`src/rtl/alu_rs.sv`:
```
// ALU reservation station: holds dispatched ops, snoops both CDBs, issues the lowest ready entry.
// Latency: an op ready at edge N issues at edge N+1; rdy_in=0 freezes all state, rs_full gates dispatch.
module alu_rs #(
  parameter int RS_SIZE = 8,
  parameter int TAG_W   = 4
) (
  input  logic             clk_in,
  input  logic             rst_in,
  input  logic             rdy_in,
  input  logic             clear,
  input  logic             disp_valid,
  input  logic [5:0]       disp_opt,
  input  logic [31:0]      disp_vj,
  input  logic             disp_rj,
  input  logic [TAG_W-1:0] disp_qj,
  input  logic [31:0]      disp_vk,
  input  logic             disp_rk,
  input  logic [TAG_W-1:0] disp_qk,
  input  logic [31:0]      disp_imm,
  input  logic [TAG_W-1:0] disp_rob,
  output logic             rs_full,
  input  logic             CDB_1_ok,
  input  logic [TAG_W-1:0] CDB_1_en,
  input  logic [31:0]      CDB_1_val,
  input  logic             CDB_2_ok,
  input  logic [TAG_W-1:0] CDB_2_en,
  input  logic [31:0]      CDB_2_val,
  output logic             rs_ok,
  output logic [5:0]       opt,
  output logic [31:0]      rs1,
  output logic [31:0]      rs2,
  output logic [31:0]      imm,
  output logic [TAG_W-1:0] en
);

  typedef struct packed {
    logic             busy;
    logic [5:0]       opt;
    logic [31:0]      vj;
    logic             rj;
    logic [TAG_W-1:0] qj;
    logic [31:0]      vk;
    logic             rk;
    logic [TAG_W-1:0] qk;
    logic [31:0]      imm;
    logic [TAG_W-1:0] rob;
  } ent_t;

  localparam logic [RS_SIZE-1:0] ONE = RS_SIZE'(1);

  ent_t               ents [RS_SIZE];
  ent_t               sel_ent;
  ent_t               new_ent;
  logic [RS_SIZE-1:0] busy_vec;
  logic [RS_SIZE-1:0] rdy_vec;
  logic [RS_SIZE-1:0] free_oh;
  logic [RS_SIZE-1:0] issue_oh;
  logic               issue_vld;
  logic               disp_ok;

  always_comb begin
    busy_vec = '0;
    rdy_vec  = '0;
    for (int i = 0; i < RS_SIZE; i++) begin
      busy_vec[i] = ents[i].busy;
      rdy_vec[i]  = ents[i].busy && ents[i].rj && ents[i].rk;
    end
  end

  // Lowest set / lowest clear bit isolation; both work on pre-edge busy state.
  assign free_oh   = ~busy_vec & (busy_vec + ONE);
  assign issue_oh  = rdy_vec & (~rdy_vec + ONE);
  assign rs_full   = &busy_vec;
  assign issue_vld = |rdy_vec;
  assign disp_ok   = disp_valid && !rs_full;

  always_comb begin
    sel_ent = '0;
    for (int i = RS_SIZE - 1; i >= 0; i--) begin
      if (rdy_vec[i]) sel_ent = ents[i];
    end
  end

  always_comb begin
    new_ent      = '0;
    new_ent.busy = 1'b1;
    new_ent.opt  = disp_opt;
    new_ent.vj   = disp_vj;
    new_ent.rj   = disp_rj;
    new_ent.qj   = disp_qj;
    new_ent.vk   = disp_vk;
    new_ent.rk   = disp_rk;
    new_ent.qk   = disp_qk;
    new_ent.imm  = disp_imm;
    new_ent.rob  = disp_rob;
    // Operand produced on a CDB in the dispatch cycle would otherwise be missed forever.
    if (!disp_rj) begin
      if (CDB_1_ok && CDB_1_en == disp_qj) begin
        new_ent.vj = CDB_1_val;
        new_ent.rj = 1'b1;
      end else if (CDB_2_ok && CDB_2_en == disp_qj) begin
        new_ent.vj = CDB_2_val;
        new_ent.rj = 1'b1;
      end
    end
    if (!disp_rk) begin
      if (CDB_1_ok && CDB_1_en == disp_qk) begin
        new_ent.vk = CDB_1_val;
        new_ent.rk = 1'b1;
      end else if (CDB_2_ok && CDB_2_en == disp_qk) begin
        new_ent.vk = CDB_2_val;
        new_ent.rk = 1'b1;
      end
    end
  end

  always_ff @(posedge clk_in or negedge rst_in) begin
    if (!rst_in) begin
      for (int i = 0; i < RS_SIZE; i++) ents[i] <= '0;
      rs_ok <= 1'b0;
      opt   <= '0;
      rs1   <= '0;
      rs2   <= '0;
      imm   <= '0;
      en    <= '0;
    end else if (!rdy_in) begin
      rs_ok <= 1'b0;
    end else if (clear) begin
      for (int i = 0; i < RS_SIZE; i++) ents[i].busy <= 1'b0;
      rs_ok <= 1'b0;
    end else begin
      // Wakeup, issue and dispatch touch disjoint entries, so their order here is free.
      for (int i = 0; i < RS_SIZE; i++) begin
        if (ents[i].busy && !ents[i].rj) begin
          if (CDB_1_ok && CDB_1_en == ents[i].qj) begin
            ents[i].vj <= CDB_1_val;
            ents[i].rj <= 1'b1;
          end else if (CDB_2_ok && CDB_2_en == ents[i].qj) begin
            ents[i].vj <= CDB_2_val;
            ents[i].rj <= 1'b1;
          end
        end
        if (ents[i].busy && !ents[i].rk) begin
          if (CDB_1_ok && CDB_1_en == ents[i].qk) begin
            ents[i].vk <= CDB_1_val;
            ents[i].rk <= 1'b1;
          end else if (CDB_2_ok && CDB_2_en == ents[i].qk) begin
            ents[i].vk <= CDB_2_val;
            ents[i].rk <= 1'b1;
          end
        end
        if (issue_oh[i]) ents[i].busy <= 1'b0;
        if (disp_ok && free_oh[i]) ents[i] <= new_ent;
      end
      rs_ok <= issue_vld;
      if (issue_vld) begin
        opt <= sel_ent.opt;
        rs1 <= sel_ent.vj;
        rs2 <= sel_ent.vk;
        imm <= sel_ent.imm;
        en  <= sel_ent.rob;
      end
    end
  end

endmodule

```
`config.mk`:
```
export PLATFORM = sky130hd
export DESIGN_NAME = alu_rs
export DESIGN_NICKNAME = d
export VERILOG_FILES = /design/src/rtl/alu_rs.sv
export SDC_FILE = /design/constraint.sdc
export NUM_CORES = 2
export LEC_CHECK = 0
export CAP_MARGIN = 40
export CELL_PAD_IN_SITES_DETAIL_PLACEMENT = 0
export CELL_PAD_IN_SITES_GLOBAL_PLACEMENT = 2
export CORE_MARGIN = 5
export CORE_UTILIZATION = 42
export DETAILED_ROUTE_END_ITERATION = 8
export HOLD_SLACK_MARGIN = 0.1
export PLACE_DENSITY_LB_ADDON = 0.1
export SLEW_MARGIN = 20
export SYNTH_ARGS = -nofsm -noshare
export SYNTH_HDL_FRONTEND = slang
export SYNTH_SLANG_ARGS = --single-unit
```
`constraint.sdc`:
```
create_clock -name clk_in -period 5.2 [get_ports clk_in]
set_input_delay 0.52 -clock clk_in [delete_from_list [all_inputs] [get_ports clk_in]]
set_output_delay 0.52 -clock clk_in [all_outputs]
set_load 0.01 [all_outputs]
```
==> results_dict.tcl <==
set metrics [dict create \
    final-seq-area_sq_um 26100 \
    ys_warn_count 0 \
    required_ns 5.87 \
    grt_pass1_wl_microns 374000 \
    first_pass_iters 9 \
    synth_ff_type "dfrtp_1" \
    ys_ff_latch 1043 \
    dieArea_sq_um 139000 \
    cts_buffers 130 \
    syn-cell-area_sq_um 55300 \
    tns_ns 0 \
    status "finished, violations left" \
    instances_no_fill 7612 \
    end_kind "flop" \
    max_cap_violations 0 \
    async_reset_ff_frac 1.00 \
    synth_cell_types 62 \
    synthCells 5730 \
    die_h_microns 373 \
    slew_violations 0 \
    grt_usage 0.362 \
    fin_crit_sh 0.643 \
    vias_per_cell 6.79 \
    synth_edf_count 0 \
    failed_checks "DRC" \
    rsz0062_at_grt "false" \
    p_leak_nw 28.4 \
    peakVddDrop_mv 0.291 \
    grt_max_degree 149 \
    hp-class "input port to asynchronous set/reset pin" \
    drc 24 \
    insertion_delay_ns 0.79 \
    h-tree-depth 4 \
    clk_pin_slew_ns 0.06 \
    ff2ff_path_depth 5 \
    tightest_slew_ns 1.09 \
    avgRoutedWirePerCell_microns 34.2 \
    fill_cells 12200 \
    r2r-start "busy_vec[0]" \
    root_buffer "clkbuf_16" \
    io_buffers 302 \
    reg2reg_slack_ns 2.09 \
    arrival_ns 4.01 \
    powerDensity_nw_per_um2 375 \
    worstReg2RegEnd "ents[148]" \
    core_sq_um 131000 \
    synth_fp_nets 5925 \
    chipWidth_microns 373 \
    cp_cell_sequence "clkdlybuf4s50_1 -> xnor2_1 -> nand3_1 -> o32a_2 -> buf_12 -> buf_4 -> a221oi_2 -> a211oi_1 -> a21o_1" \
    cpPeakStageDelay_ns 0.78 \
    io_pins 303 \
    min_period_ns 3.34 \
    vias 51700 \
    grt_pass1_vias 51000 \
    worst_hold_slack_ns 0.339 \
    antenna_found_initial 18 \
    drt-initial-drc-count 6878 \
    ys_seq_area_frac 0.472 \
    layout-drive-gt1-share 0.155 \
    hpwlAfterDp_microns 152000 \
    cts_tree "yes" \
    gp_congestion 0.884 \
    total_power_mw 24.5 \
    slowest_stage "clkdlybuf4s50_1" \
    syn2layout_area_growth_pct 18.2 \
    layout.nets 5948 \
    crit_type "input port to flop" \
    initial_utilization 0.422 \
    worst_setup_path_start_kind "input port" \
    setup_viol 0 \
    wirelength_microns 261000 \
    row_count 133 \
    multi_input_area_sq_um 26400 \
    cts_resized 0 \
    fin_skew_ns 0.0195 \
    cts_num_sinks 1043 \
    grt-ovfl-total 0 \
    ant_nets 0 \
    cts.path.max_buffers 3 \
    dp_cells 7363 \
    relSlewSlack 0.270 \
    syn_area_per_cell_sq_um 9.65 \
    worstPathMaxFanout 17 \
    hold_viol 0 \
    fmax_mhz 299 \
]
[per-layer routing]
layer	wire, microns	vias to the layer above	GRT usage
met2	111000	3302	0.530
met1	105000	26200	0.489
li1	-	21400	-
met4	14600	16	0.180
met3	29500	792	0.106
met5	165	-	0.00446
[power by group]
group | switching, mW | internal, mW
Sequential | 1.01 | 9.42
Clock | 3.84 | 5.35
Combinational | 2.69 | 2.18
Total | 7.55 | 16.9
[synth_stat cells, drive strengths merged, types with 11 or more instances]
cell	count	area, sq um
a21oi	162	811
o22ai	108	676
buf	141	676
a21o	44	330
nor2b	85	532
o21ai	219	1100
a211o	104	911
mux2	351	3950
mux2i	38	380
a211oi	226	1700
o2111a	15	169
a2111oi	18	158
nor4	23	156
clkbuf	529	1990
a22o	97	850
a31oi	177	1110
a222oi	134	1340
and3	47	294
o221ai	16	140
nand4	11	75.1
nor3	32	170
nand3	42	210
dfrtp	1043	26100
o211ai	19	143
a221oi	468	4290
xnor2	57	499
xor2	86	753
nand2	789	2960
nor2	403	1520
a22oi	41	308
inv	147	552
[placed cells by master (no fill, tap or decap), types with 16 or more instances in the layout]
cell type        synthesis  routed
a2111oi_0               18      18
a211o_1                104     104
a211oi_1               226     226
a21o_1                  44      44
a21oi_1                162     162
a221oi_1               438     438
a221oi_2                30      30
a222oi_1               134     134
a22o_1                  97      97
a22oi_1                 41      41
a31oi_1                177     172
and3_1                  47      43
buf_12                   0      50
buf_4                    6     180
clkbuf_1               528      33
clkbuf_16                0     132
clkbuf_8                 0      27
clkdlybuf4s50_1          0     300
dfrtp_1               1043    1043
inv_1                  147     147
mux2_2                 351     351
mux2i_1                 38      38
nand2_1                789     784
nand3_1                 42      38
nor2_1                 402     392
nor2b_1                 85      82
nor3_1                  30      27
nor4_1                  21      21
o211ai_1                19      19
o21ai_0                219     219
o221ai_1                16      16
o22ai_1                108     108
xnor2_1                 57      57
xor2_1                  86      86
[layout make-up]
type,instances,area share
multi-input combinational,3870,0.404
sequential,1043,0.400
timing repair buffer,561,0.0891
clock buffer,192,0.0582
tap,1755,0.0336
inverter,147,0.00845
clock inverter,34,0.00713
antenna,10,0.000383
[critical path: cells and delay by family]
family          cells  cell delay, ns
xor+xnor            1            0.46
compound gates      4            1.55
simple gates        1            0.22
buf+inv             3            1.22
[registers in the layout (all words and copies together) (netlist names)]
name      count
ents        928
busy_vec      8
en            4
rs1          32
opt           6
rs2          32
imm          32
rs_ok         1
[worst max path at each step]
stage                     start        end  slack [ns]  cells past startpoint
global route        CDB_1_en[3]  ents[514]        1.78                      9
floorplan           CDB_2_en[2]  ents[928]        2.60                      8
finish              CDB_1_en[3]  ents[531]        1.86                      9
global placement    CDB_1_en[3]  ents[651]        0.88                      9
CTS                 CDB_1_en[3]  ents[531]        1.86                      8
detailed placement  CDB_1_en[3]  ents[531]        1.04                      8
[logic make-up (layout without fill, tap and decap cells)]
group           Yosys count  in the layout  share of synthesized area
flops                  1043           1043                      0.472
compound gates         1865           1865                      0.256
buf+inv                 817            934                     0.0582
other cells               0             10                          0
simple gates           1473           1473                      0.112
xor+xnor                143            143                     0.0227
mux                     389            389                     0.0784
[repair_timing]
item,4_1_cts,5_1_grt
hold buffers,1,0
setup buffers,0,0
endpoints found under the hold margin,59,0
[per-stage QoR]
stage | util | setup WS [ns] | area (sq um)
finish | 0.498 | 1.86 | 65300
floorplan | - | 2.60 | 55300
detailed placement | 0.464 | 1.04 | 60900
global placement | 0.460 | 0.883 | 60400
global route | 0.498 | 1.78 | 65300
CTS | 0.497 | 1.86 | 65100
(Power assumes the default switching activity.)
